<file path="src/rtl/burst_to_axi_ar.sv">
// rtl/burst_to_axi_ar.sv - splits detected bursts into 4 KiB-safe AXI AR requests with an outstanding cap
module burst_to_axi_ar #(
    parameter int AddrWidth         = 64,
    parameter int DataWidthBytesLog = 6,
    parameter int BurstLenWidth     = 8,
    parameter int AxiLenWidth       = 8,
    parameter int MaxOutstanding    = 16,
    parameter int OutstandingWidth  = 5
) (
    input  logic                               clk,
    input  logic                               rst_n,
    input  logic [BurstLenWidth+AddrWidth-1:0] burst_dout,
    input  logic                               burst_empty_n,
    output logic                               burst_read,
    output logic [AddrWidth-1:0]               m_axi_araddr,
    output logic [AxiLenWidth-1:0]             m_axi_arlen,
    output logic                               m_axi_arvalid,
    input  logic                               m_axi_arready,
    input  logic                               rlast_pulse,
    output logic                               busy
);

    localparam int BeatsWidth     = BurstLenWidth + 1;
    localparam int PageBeatsWidth = 13 - DataWidthBytesLog;
    localparam int ChunkW1        = (BeatsWidth > AxiLenWidth + 1) ? BeatsWidth : AxiLenWidth + 1;
    localparam int ChunkWidth     = (ChunkW1 > PageBeatsWidth) ? ChunkW1 : PageBeatsWidth;
    localparam logic [AddrWidth-1:0] AlignMask =
        ~((AddrWidth'(1) << DataWidthBytesLog) - AddrWidth'(1));

    typedef enum logic {IDLE, ISSUE} state_t;

    state_t                    state_q, state_d;
    logic [AddrWidth-1:0]      cur_addr_q, cur_addr_d;
    logic [BeatsWidth-1:0]     beats_left_q, beats_left_d;
    logic [AddrWidth-1:0]      araddr_q, araddr_d;
    logic [AxiLenWidth-1:0]    arlen_q, arlen_d;
    logic                      arvalid_q, arvalid_d;
    logic [OutstandingWidth-1:0] outstanding_q, outstanding_d;

    logic [BurstLenWidth-1:0]  in_len;
    logic [AddrWidth-1:0]      in_addr;
    logic [12:0]               page_room_bytes;
    logic [ChunkWidth-1:0]     room_beats;
    logic [ChunkWidth-1:0]     max_beats;
    logic [ChunkWidth-1:0]     beats_ext;
    logic [ChunkWidth-1:0]     chunk;
    logic [AddrWidth-1:0]      chunk_bytes;
    logic                      ar_hs;
    logic                      rlast_dec;
    logic                      issue_ok;

    assign in_len  = burst_dout[BurstLenWidth+AddrWidth-1:AddrWidth];
    assign in_addr = burst_dout[AddrWidth-1:0];

    // Beats left before the next 4 KiB page; cur_addr is beat aligned so this is never 0.
    assign page_room_bytes = 13'h1000 - {1'b0, cur_addr_q[11:0]};
    assign room_beats      = ChunkWidth'(page_room_bytes >> DataWidthBytesLog);
    assign max_beats       = ChunkWidth'(1) << AxiLenWidth;
    assign beats_ext       = ChunkWidth'(beats_left_q);

    always_comb begin
        chunk = beats_ext;
        if (max_beats < chunk) begin
            chunk = max_beats;
        end
        if (room_beats < chunk) begin
            chunk = room_beats;
        end
    end

    assign chunk_bytes = AddrWidth'(chunk) << DataWidthBytesLog;
    assign ar_hs       = arvalid_q & m_axi_arready;
    assign rlast_dec   = rlast_pulse & (outstanding_q != '0);
    assign issue_ok    = outstanding_q < OutstandingWidth'(MaxOutstanding);

    always_comb begin
        state_d      = state_q;
        cur_addr_d   = cur_addr_q;
        beats_left_d = beats_left_q;
        araddr_d     = araddr_q;
        arlen_d      = arlen_q;
        arvalid_d    = arvalid_q;
        burst_read   = 1'b0;

        case (state_q)
            IDLE: begin
                burst_read = burst_empty_n & rst_n;
                if (burst_empty_n) begin
                    cur_addr_d   = in_addr & AlignMask;
                    beats_left_d = BeatsWidth'(in_len) + BeatsWidth'(1);
                    state_d      = ISSUE;
                end
            end
            ISSUE: begin
                // A request already presented stays put until accepted.
                if (!arvalid_q && issue_ok) begin
                    araddr_d  = cur_addr_q;
                    arlen_d   = AxiLenWidth'(chunk - ChunkWidth'(1));
                    arvalid_d = 1'b1;
                end
                if (ar_hs) begin
                    arvalid_d    = 1'b0;
                    cur_addr_d   = cur_addr_q + chunk_bytes;
                    beats_left_d = beats_left_q - BeatsWidth'(chunk);
                    if (beats_ext == chunk) begin
                        state_d = IDLE;
                    end
                end
            end
            default: state_d = IDLE;
        endcase
    end

    always_comb begin
        outstanding_d = outstanding_q;
        if (ar_hs && !rlast_dec) begin
            outstanding_d = outstanding_q + OutstandingWidth'(1);
        end else if (!ar_hs && rlast_dec) begin
            outstanding_d = outstanding_q - OutstandingWidth'(1);
        end
    end

    always_ff @(posedge clk or negedge rst_n) begin
        if (!rst_n) begin
            state_q       <= IDLE;
            cur_addr_q    <= '0;
            beats_left_q  <= '0;
            araddr_q      <= '0;
            arlen_q       <= '0;
            arvalid_q     <= 1'b0;
            outstanding_q <= '0;
        end else begin
            state_q       <= state_d;
            cur_addr_q    <= cur_addr_d;
            beats_left_q  <= beats_left_d;
            araddr_q      <= araddr_d;
            arlen_q       <= arlen_d;
            arvalid_q     <= arvalid_d;
            outstanding_q <= outstanding_d;
        end
    end

    assign m_axi_araddr  = araddr_q;
    assign m_axi_arlen   = arlen_q;
    assign m_axi_arvalid = arvalid_q;
    assign busy          = (state_q != IDLE) | (outstanding_q != '0);

endmodule
</file>
<file path="config.mk">
export PLATFORM = sky130hd
export DESIGN_NAME = burst_to_axi_ar
export DESIGN_NICKNAME = d
export VERILOG_FILES = /design/src/rtl/burst_to_axi_ar.sv
export SDC_FILE = /design/constraint.sdc
export NUM_CORES = 1
export LEC_CHECK = 0
export CAP_MARGIN = 20
export CORE_MARGIN = 10
export CORE_UTILIZATION = 50
export CTS_BUF_LIST = sky130_fd_sc_hd__clkbuf_8
export DETAILED_ROUTE_END_ITERATION = 10
export GPL_ROUTABILITY_DRIVEN = 0
export PLACE_DENSITY = 0.75
export SLEW_MARGIN = 10
export SYNTH_ARGS = -nofsm -noshare
export SYNTH_HDL_FRONTEND = slang
export SYNTH_SLANG_ARGS = --single-unit
</file>
<file path="constraint.sdc">
create_clock -name clk -period 4.5 [get_ports clk]
set_clock_uncertainty 0.05 [all_clocks]
set_input_delay 0.9 -clock clk [delete_from_list [all_inputs] [get_ports clk]]
set_output_delay 0.9 -clock clk [all_outputs]
set_load 0.05 [all_outputs]
</file>
**Word-level counts from Yosys, hierarchy flattened**

Cells that the tools add are included.

- Bits in registers: 152
- Bits of input ports: 77
- Word-level logic and storage cells: 54

- Add/sub/neg operators: 7
- Magnitude comparators: 3
- Eq/ne operators: 3
- Mux-type cells: 17
- Bitwise operators: 5
- Reduce and logical (&&, ||, !) cells: 12

Operators with widths:

| kind | count |
|---|---|
| 64-bit 2-to-1 mux | 2 |
| 64-bit one-hot mux with 2 select lines | 1 |
| 64-bit by 15-bit adder with 64-bit output | 1 |
| 9-bit 2-to-1 mux | 4 |
| 9-bit one-hot mux with 2 select lines | 1 |
| 13-bit by 12-bit subtractor with 13-bit output (first input constant) | 1 |
| 5-bit 2-to-1 mux | 2 |
| 8-bit by 1-bit adder with 9-bit output (second input constant) | 1 |
| 9-bit == test | 1 |
| 7-bit by 9-bit less-than comparator with 1-bit output | 1 |
| 9-bit less-than comparator (first input constant) | 1 |
| 9-bit subtractor | 1 |
| 8-bit by 1-bit subtractor with 8-bit output (second input constant) | 1 |
| 1-bit 2-to-1 mux | 6 |
| 2-bit AND reduction | 3 |
| 5-bit by 1-bit adder with 5-bit output (second input constant) | 1 |
| 5-bit less-than comparator (second input constant) | 1 |
| 5-bit nonzero test | 1 |
| 5-bit by 1-bit subtractor with 5-bit output (second input constant) | 1 |
| 2-bit nonzero test | 2 |
| 1-bit AND | 3 |
| 1-bit logical AND | 3 |
| 1-bit zero test | 3 |
| 2-bit by 1-bit inequality test with 1-bit output (second input constant) | 1 |
| other kinds (4) | 4 |

**Logic depth before layout (Yosys ltp)**

Gate-level depths: netlist of the first run.

- Depth in word-level cells: 8
- Gate-level depth with buffers: 20
- Depth with buffers taken out: 19

**Least setup slack after synthesis of the first run**

OpenSTA, ideal clock, no wires.

- Kind: register to register
- Start: register cur_addr_q[7]
- End: register cur_addr_q[46]
- Arrival: 4.754 ns
- Path slack: -0.440 ns
- Stages on the path, launching flop included: 21
- Cell sequence: dfrtp_1 inv_1 ha_1 or3b_2 nor3_1 ha_1 a21oi_1 nor3_1 a31oi_1 clkbuf_1 nand2_1 o31ai_1 ha_1 inv_1 fa_1 nand3b_1 a21oi_1 o31ai_2 a2111oi_0 xnor2_1 a21oi_1

- Longest elaborated chain between the ends: 6

RTL lines:

| element | RTL line | text |
|---|---|---|
| start, declared | 33 | `logic [AddrWidth-1:0] cur_addr_q, cur_addr_d;` |
| start signal, assigned | 134 | `cur_addr_q <= cur_addr_d;` |
| 13-bit by 12-bit subtractor with 13-bit output | 56 | `assign page_room_bytes = 13'h1000 - {1'b0, cur_addr_q[11:0]};` |
| 7-bit by 9-bit less-than comparator with 1-bit output | 66 | `if (room_beats < chunk) begin` |
| 9-bit 2-to-1 mux | 66 |  |
| 64-bit by 15-bit adder with 64-bit output (*) | 103 | `cur_addr_d = cur_addr_q + chunk_bytes;` |
| 64-bit 2-to-1 mux (*) | 101 | `if (ar_hs) begin` |
| 64-bit one-hot mux with 2 select lines (*) | 85 | `case (state_q)` |

Every way passes the cells marked *; elsewhere a longest branch is shown, timed or not. The select of a mux whose other input is x is not followed.
A chain may end at the register's enable or synchronous reset.

**Worst setup path in the final report of the first run**

- Start: register cur_addr_q[6]
- End: register cur_addr_q[56]

Same word-level chain as after synthesis.

==> results of run 1 <==
worst reg2reg max path: cells and delay by family, from the launching register on:
kind	cells	cell delay (ps)
AOI/OAI and AO/OA	6	1140
and+or+nand+nor	5	1120
buffers and inverters	3	370
xor gates and xnor gates	2	320
DFF	1	440
adders and majority gates	4	990
state kept, by name (all words and copies together), names as in the netlist:
signal         count
m_axi_arlen        8
cur_addr_q        58
outstanding_q      5
m_axi_arvalid      1
beats_ext          9
state_q            1
m_axi_araddr      58
repair_timing:
action / CTS / global route
pin swaps: 5 / 22
resized for setup: 9 / 48
gates cloned: 0 / 1
buffers inserted: 1 / 6
endpoints found under the setup margin: 22 / 54
worst paths after layout:
| kind | startpoint | to | slack (ps) | depth (start not counted) |
|---|---|---|---|---|
| max | cur_addr_q[6] | cur_addr_q[56] | -80 | 20 |
| max reg2reg | cur_addr_q[6] | cur_addr_q[56] | -80 | 20 |
| min | rst_n | outstanding_q[2] | 340 | 1 |
| max in group asynchronous | rst_n | cur_addr_q[53] | 2450 | 3 |
| min reg2reg | m_axi_araddr[46] | m_axi_araddr[46] | 430 | 2 |
| min in group clk | m_axi_araddr[46] | m_axi_araddr[46] | 430 | 2 |
placed cells by master (no fill, tap or decap), types with 7 or more instances in the layout:
cell             synthesis  routed
a211oi_1                39      35
and3_1                  16      16
a21o_1                  11      10
conb_1                   2       9
nor3_1                  23      16
clkbuf_8                 0      20
nand3_1                 29      29
nand4_1                 21      21
nor2b_1                 29      29
o211a_1                 11      11
or3_1                   14      12
clkdlybuf4s50_1          0     136
mux2i_1                 14      13
inv_1                   30      29
buf_4                    6      65
xor2_1                  16      15
ha_1                    32      28
o21ai_0                 52      47
a31oi_1                 17      15
a21oi_1                 58      55
o31ai_1                  8       7
dfrtp_1                140     138
nor2_1                  41      39
nand2_1                229     228
nand2b_1                10      10
xnor2_1                 39      39
metal layers:
layer	routed length, um	track usage, %	up-vias
met5	0	0	-
met4	544	7.52	0
met3	2040	5.14	49
met2	12200	33.6	374
met1	11300	28.1	4028
li1	-	-	3990
power by group:
| group | switching [W] | internal (W) |
|---|---|---|
| clock network | 0.000501 | 0.000644 |
| registers | 0.000607 | 0.00183 |
| logic | 0.00388 | 0.00266 |
| total | 0.00498 | 0.00514 |
cell type report:
cell class                      count  share of cell area (%)
Clock buffer                       20                    2.40
Clock inverter                     12                    1.48
Inverter                           32                    1.05
Multi-Input combinational cell    806                    45.4
Sequential cell                   140                    30.5
Tap cell                          225                    2.45
Timing Repair Buffer              206                    16.7
cell families after synthesis:
kind of cell | share of synthesized area (%)
AOI/OAI and AO/OA | 18.3
xor gates and xnor gates | 5.51
adders and majority gates | 5.26
buffers and inverters | 4.49
DFF | 40.0
muxes | 1.86
other | 0.0858
and+or+nand+nor | 24.5
metrics by stage:
stage / power, W / std cells / setup TNS [ps]
detailed placement: 0.00854 / 1401 / -1470
global route: 0.0109 / 1441 / -5110
finish: 0.0101 / 1441 / -225
CTS: 0.00978 / 1434 / 0
global placement: 0.00838 / 1401 / -622
floorplan: 0.00653 / 1042 / 0
==> results.cfg, run 1 <==
[status]
outcome = finished, violations left
violations = negative setup slack

[yosys]
synth_edf_count = 0
synth.ff_latch_count = 140
synth-seq-area-share_pct = 40.0
synth_commonest_cells = 229 x nand2_1, 140 x dfrtp_1, 58 x a21oi_1, 52 x o21ai_0, 49 x clkbuf_1
synthArstFlopShare_pct = 100
synth_cells = 1035
synth_area_leaders = dfrtp_1 40%, nand2_1 9.8%, ha_1 4.6%
synth.distinct_cells = 74
synth_area_sq_um = 8750
yosys_warnings = 0
yosysTopAreaCellShare_pct = 40.0
yosys_most_used_dff = dfrtp_1
synth.most_common_cell = nand2_1
synth.largest_area_cell = dfrtp_1
avgSynthCellArea_sq_um = 8.45

[placed_design]
dpl_cell_area_sq_um = 10700
pre_cts_ws_ps = -156
hpwl_um = 18400
io_buffers = 139

[cells_and_area]
design_area_sq_um = 11500
layout-drive-gt1-share_pct = 14.0
areaGrowthSynthToFinish_pct = 31.3
antenna_cells = 0
final_util_pct = 66.6
regArea_sq_um = 3510
n_fill_cell = 1375
multi_input_area_sq_um = 5220
nets = 1315

[detailed_routing]
via_per_inst = 5.86
avgRoutedWirePerCell_um = 18.1
routed_wl_um = 26100
firstDrtPassIters = 6
ant_nets = 0
drtIter0Drc = 822
drcViolationCount = 0
via_count = 8441

[global_routing]
grt_pass1_wl_um = 41600
first_global_vias = 8087
overflow = 0
grt_usage_pct = 21.4
grt_max_degree = 76
grt_antenna_before_repair = 0

[floorplan]
design.portCount = 152
core_sq_um = 17200
row_count = 48
die_area_sq_um = 23200
dieWidth_um = 152
start_util_pct = 50.8
die-height_um = 152

[setup_path]
critPathSlowestCell = dfrtp_2
max_stage_delay_ps = 440
cp_top_family = compound AO/OA/AOI/OAI gates
critPathLaunchType = flip-flop
cp.required_ps = 4760
crit_buf_inv = 3
arrival_ps = 4840
crit_type = reg -> reg
end_kind = flip-flop
crit_chain = inv_2 > ha_4 > or3b_4 > xor2_2 > ha_2 > nor3_4 > o21ai_2 > a31oi_4 > nand2_2 > o31ai_4 > ha_2 > inv_2 > fa_2 > nand3b_1 > a21oi_4 > o211ai_1 > buf_4 > nor4_4 > xnor2_1 > a21oi_1
crit_fanout = 6

[sta]
holdWs_ps = 339
rsz0062_at_grt = true
hold_viol = 0
max_clock_freq_mhz = 218
setup_slack_ps = -84.9
finalCriticalPeriod_ps = 4580
max_slew_margin_pct = 28.7
maxSlewViolCount = 0
setup_viol = 5
worst_pin_slew_ps = 1070
finalCritPeriodShare_pct = 102

[clock_tree]
cts_buffers = 17
root_buffer = clkbuf_8
clock_tree.buffer_depth = 2
path_clk_slew_ps = 80
clkLatencyLatePin_ps = 460
cts_tree = built
htreeDepth = 4
cts_hold_buf = 0
cts.sinks = 140

[power_and_ir_drop]
peakVddDrop_mv = 0.473
leakage_nw = 4.95
powerDensity_nw_per_um2 = 881

[job]
maxCapViolCount = 0

[min_path]
min_path_type = in -> async
(Power assumes the default switching activity.)
==> run 2: changes to the inputs <==
Settings changed: CORE_UTILIZATION 50 to 49, CTS_BUF_LIST sky130_fd_sc_hd__clkbuf_8 to default, CTS_CLUSTER_SIZE from default to 24, PLACE_DENSITY 0.75 to 0.74.
==> run 2 against run 1 <==
Effect of this change:
- the flow still finishes with violations (negative setup slack)
- non-clock buffer count is 6 higher
- sequential share of layout area shrank 0.82 points
- routed wire length up 2.7%
- maximum frequency grew 1.3%
- first-iteration DRC count shrank 8.5%
- final cell count is 0.42% higher
- hold slack got worse by 130 ps
- largest power group unchanged
==> results.cfg, run 2 (same netlist as run 1, synthesis figures left out) <==
[placed_design]
io_buffers = 139
hpwl_um = 18500
pre_cts_ws_ps = -90.9
dp.cells = 1397

[floorplan]
core_sq_um = 17400
die_area_sq_um = 23600
die-height_um = 154
start_util_pct = 50.2
design.portCount = 152
dieWidth_um = 154
row_count = 48

[cells_and_area]
areaGrowthSynthToFinish_pct = 34.9
regArea_sq_um = 3510
layout_common_cells = 228 x nand2_1, 137 x dfrtp_1, 136 x clkdlybuf4s50_1
multi_input_area_sq_um = 5360
final_cells = 1447
n_fill_cell = 1396
antenna_cells = 0
final_common_cell = nand2_1
nets = 1321
layout-drive-gt1-share_pct = 15.0

[detailed_routing]
routed_wl_um = 26800
avgRoutedWirePerCell_um = 18.5
drcViolationCount = 0
via_per_inst = 5.78
firstDrtPassIters = 5
via_count = 8360
drtIter0Drc = 752
ant_nets = 0

[power_and_ir_drop]
powerDensity_nw_per_um2 = 889
leakage_nw = 5.07
total_power_w = 0.0105
peakVddDrop_mv = 0.492

[setup_path]
crit_fanout = 8
critPathLaunchType = flip-flop
end_kind = flip-flop
cp.required_ps = 4730
crit_type = reg -> reg
max_stage_delay_ps = 420
critPathSlowestCell = dfrtp_2
crit_chain = inv_2 > ha_4 > or3b_4 > xor2_4 > ha_4 > or3_4 > a31oi_4 > nand2_2 > o31ai_4 > ha_2 > inv_2 > fa_2 > nand3b_1 > a21oi_4 > o31ai_4 > buf_12 > a211oi_1 > xnor2_1 > a21oi_1
arrival_ps = 4760

[min_path]
min_path_type = in -> async

[clock_tree]
clkLatencyLatePin_ps = 440
path_clk_slew_ps = 60
clock_tree.buffer_depth = 2
root_buffer = clkbuf_16
cts_tree = built
cts.sinks = 140
cts_hold_buf = 0
cts_buffers = 17
htreeDepth = 4

[global_routing]
overflow = 0
grt_pass1_wl_um = 42900
grt_max_degree = 78
first_global_vias = 8182
grt_antenna_before_repair = 0
grt_usage_pct = 21.9

[job]
maxCapViolCount = 0

[status]
outcome = finished, violations left
violations = negative setup slack

[sta]
hold_viol = 0
max_clock_freq_mhz = 221
max_slew_margin_pct = 11.0
rsz0062_at_grt = true
maxSlewViolCount = 0
finalCritPeriodShare_pct = 101
worst_pin_slew_ps = 1330
setup_slack_ps = -27.4
setup_viol = 3
finalCriticalPeriod_ps = 4530
[run 2: routing by layer]
metal	GRT usage, %	share of wire [%]	up-vias
li1	-	-	4016
met1	29.0	44	3972
met2	34.1	46	327
met3	6.22	8.1	45
met4	6.07	1.9	0
met5	0	0	-
[run 2: final timing paths]
| check | cells after the start | endpoint | slack (ps) | startpoint |
|---|---|---|---|---|
| max | 19 | cur_addr_q[44] | -30 | cur_addr_q[7] |
| min | 1 | m_axi_araddr[11] | 210 | rst_n |
| max reg2reg | 19 | cur_addr_q[44] | -30 | cur_addr_q[7] |
| min reg2reg | 2 | m_axi_araddr[46] | 420 | m_axi_araddr[46] |
| max in group asynchronous | 2 | cur_addr_q[15] | 3060 | rst_n |
| min in group clk | 2 | m_axi_araddr[46] | 420 | m_axi_araddr[46] |
[run 2: report_power, final]
| group | internal, W | leakage, nW | switching [W] | total [W] |
|---|---|---|---|---|
| sequential | 0.00183 | 1.71 | 0.000618 | 0.00245 |
| clock | 0.000776 | 0.273 | 0.000573 | 0.00135 |
| combinational | 0.00276 | 3.09 | 0.00394 | 0.00670 |
| total | 0.00537 | 5.07 | 0.00513 | 0.0105 |
[run 2: critical path, delay by kind of cell (launching register included)]
family	cells	cell delay, ps
flip-flops	1	420
AO/OA/AOI/OAI	6	1250
AND/OR/NAND/NOR	4	1140
buffers and inverters	3	290
XOR/XNOR	2	340
adder cells (fa/ha/maj)	4	880
[run 2: layout make-up]
| cell class | instances | area share (%) |
|---|---|---|
| Clock buffer | 19 | 3.75 |
| Clock inverter | 13 | 0.996 |
| Inverter | 32 | 1.02 |
| Multi-Input combinational cell | 806 | 45.4 |
| Sequential cell | 140 | 29.7 |
| Tap cell | 225 | 2.38 |
| Timing Repair Buffer | 212 | 16.7 |
[run 2: timing repair]
| action | 4_1_cts | 5_1_grt |
|---|---|---|
| pin swaps | 10 | 22 |
| gates cloned | 0 | 1 |
| resized for setup | 16 | 58 |
| setup endpoints to repair | 29 | 51 |
| buffers inserted | 3 | 14 |
[run 2: per-stage QoR]
step                TNS (ps)  utilization, %  area (sq um)  hold slack, ps
global route           -5690            67.8         11800             198
CTS                        0            65.1         11300             204
detailed placement      -574            61.3         10700             412
floorplan                  0               -          8860             412
finish                 -37.7            67.8         11800             209
global placement        -160            61.3         10700             408
==> run 3: changes to the inputs <==
Settings changed: SKIP_LAST_GASP from default to 1.
==> run 3 against run 2 <==
Effect of this change:
- the flow still finishes with violations (negative setup slack)
- via count up 0.83%
- combinational power about the same
- clock power about the same
- sequential power about the same
- global-route usage unchanged
- register-to-register slack about the same
- sequential cell count unchanged
- power down 0.15%
- final cell count unchanged
- routed wire length up 0.38%
- count of clock-buffer cells in the layout unchanged
- largest cell class unchanged
==> results.cfg, run 3 (same netlist as run 1, synthesis figures left out) <==
[cells_and_area]
final_util_pct = 67.6
layout-drive-gt1-share_pct = 14.8
nets = 1321
layout_common_cells = 228 x nand2_1, 137 x dfrtp_1, 136 x clkdlybuf4s50_1
n_fill_cell = 1402
final_common_cell = nand2_1
antenna_cells = 0
areaGrowthSynthToFinish_pct = 34.5

[placed_design]
io_buffers = 139
hpwl_um = 18500
pre_cts_ws_ps = -90.9

[floorplan]
die-height_um = 154
core_sq_um = 17400
die_area_sq_um = 23600
dieWidth_um = 154
start_util_pct = 50.2
row_count = 48
design.portCount = 152

[detailed_routing]
firstDrtPassIters = 5
ant_nets = 0
avgRoutedWirePerCell_um = 18.6
via_count = 8429
drtIter0Drc = 775
drcViolationCount = 0
via_per_inst = 5.83
routed_wl_um = 26900

[setup_path]
crit_buf_inv = 3
r2r_start = cur_addr_q[7]
max_stage_delay_ps = 420
crit_chain = inv_2 > ha_4 > or3b_4 > xor2_4 > ha_4 > or3_4 > a31oi_4 > nand2_2 > o31ai_4 > ha_2 > inv_2 > fa_2 > nand3b_1 > a21oi_4 > o31ai_4 > buf_12 > a211oi_1 > xnor2_1 > a21oi_1
r2r_cells = 19
rr_endpoint = cur_addr_q[44]
arrival_ps = 4760
critPathSlowestCell = dfrtp_2
crit_type = reg -> reg
cp.required_ps = 4730
critPathLaunchType = flip-flop
r2r_slack_ps = -30
cp_top_family = compound AO/OA/AOI/OAI gates
setup.worst_path.end = cur_addr_q[44]
crit_cells = 19
crit_fanout = 8
cp-startpoint = cur_addr_q[7]
end_kind = flip-flop

[global_routing]
grt_pass1_wl_um = 42900
global_route.usage.met1_pct = 29.0
first_global_vias = 8182
grtUsageMet2_pct = 34.1
grt_max_degree = 78
overflow = 0
gr-usage-met3_pct = 6.22
grt_antenna_before_repair = 0
grt_usage_pct = 21.9
top_usage_layer = met2

[power_and_ir_drop]
powerDensity_nw_per_um2 = 890
peakVddDrop_mv = 0.495
leakage_nw = 5.07

[sta]
maxSlewViolCount = 0
finalCritPeriodShare_pct = 101
rsz0062_at_grt = true
worst_pin_slew_ps = 1300
max_slew_margin_pct = 13.4
max_clock_freq_mhz = 221
setup_viol = 2
hold_viol = 0
setup_slack_ps = -26.9
finalCriticalPeriod_ps = 4530

[job]
maxCapViolCount = 0

[min_path]
min_path_type = in -> async

[clock_tree]
root_buffer = clkbuf_16
path_clk_slew_ps = 60
clock_tree.buffer_depth = 2
cts.sinks = 140
cts_tree = built
htreeDepth = 4
cts_buffers = 17
clkLatencyLatePin_ps = 440
cts_hold_buf = 0

[status]
violations = negative setup slack
outcome = finished, violations left
[run 3: cell counts in the layout (fill, tap and decap cells not counted)]
Identical to the previous run, type by type.
[run 3: worst min path at each step]
stage	startpoint	endpoint	slack (ps)	cells after the start
after floorplan	cur_addr_q[63]	m_axi_araddr[63]	410	2
after global placement	m_axi_araddr[56]	m_axi_araddr[56]	410	2
after detailed placement	m_axi_araddr[11]	m_axi_araddr[11]	410	2
after CTS	rst_n	outstanding_q[4]	200	1
after global routing	rst_n	outstanding_q[4]	200	1
final	rst_n	m_axi_araddr[11]	210	1
[run 3: power by group]
| part | leakage [nW] | internal, W | total [W] | switching, W |
|---|---|---|---|---|
| combinational | 3.08 | 0.00275 | 0.00668 | 0.00393 |
| sequential | 1.71 | 0.00183 | 0.00246 | 0.000621 |
| clock | 0.273 | 0.000776 | 0.00135 | 0.000572 |
| total | 5.07 | 0.00536 | 0.0105 | 0.00512 |
[run 3: worst reg2reg max path: stages (launching register included)]
cell	delay, ps
dfrtp_2	420
inv_2	80
ha_4	130
or3b_4	420
xor2_4	180
ha_4	190
or3_4	340
a31oi_4	350
nand2_2	110
o31ai_4	80
ha_2	230
inv_2	40
fa_2	330
nand3b_1	270
a21oi_4	290
o31ai_4	130
buf_12	170
a211oi_1	340
xnor2_1	160
a21oi_1	80
[run 3: layout make-up]
class                           instances  area, sq um  share of cell area [%]
Multi-Input combinational cell        806         5330                    45.3
Sequential cell                       140         3510                    29.8
Timing Repair Buffer                  212         1970                    16.7
Clock buffer                           19          443                    3.76
Tap cell                              225          282                    2.39
Inverter                               32          120                    1.02
Clock inverter                         13          118                   0.999
[run 3: through the flow]
stage / instances / setup TNS, ps / instance area [sq um] / hold slack (ps) / power (W)
floorplan: 1042 / 0 / 8860 / 412 / 0.00653
global placement: 1397 / -160 / 10700 / 408 / 0.00831
detailed placement: 1397 / -574 / 10700 / 412 / 0.00847
CTS: 1432 / 0 / 11300 / 204 / 0.00998
global route: 1447 / -6060 / 11800 / 198 / 0.0113
finish: 1447 / -33.1 / 11800 / 210 / 0.0105
[run 3: routing by layer]
| metal | vias up | share of wire, % | wire length (um) |
|---|---|---|---|
| li1 | 4018 | - | - |
| met3 | 54 | 7.9 | 2120 |
| met4 | 0 | 2.2 | 581 |
| met2 | 324 | 46 | 12300 |
| met5 | - | 0 | 0 |
| met1 | 4033 | 44 | 11900 |
[run 3: what timing repair did]
action / in CTS / in global routing
gates cloned: 0 / 1
buffers inserted: 3 / 14
endpoints found under the setup margin: 29 / 51
resized for setup: 16 / 52
pin swaps: 10 / 22
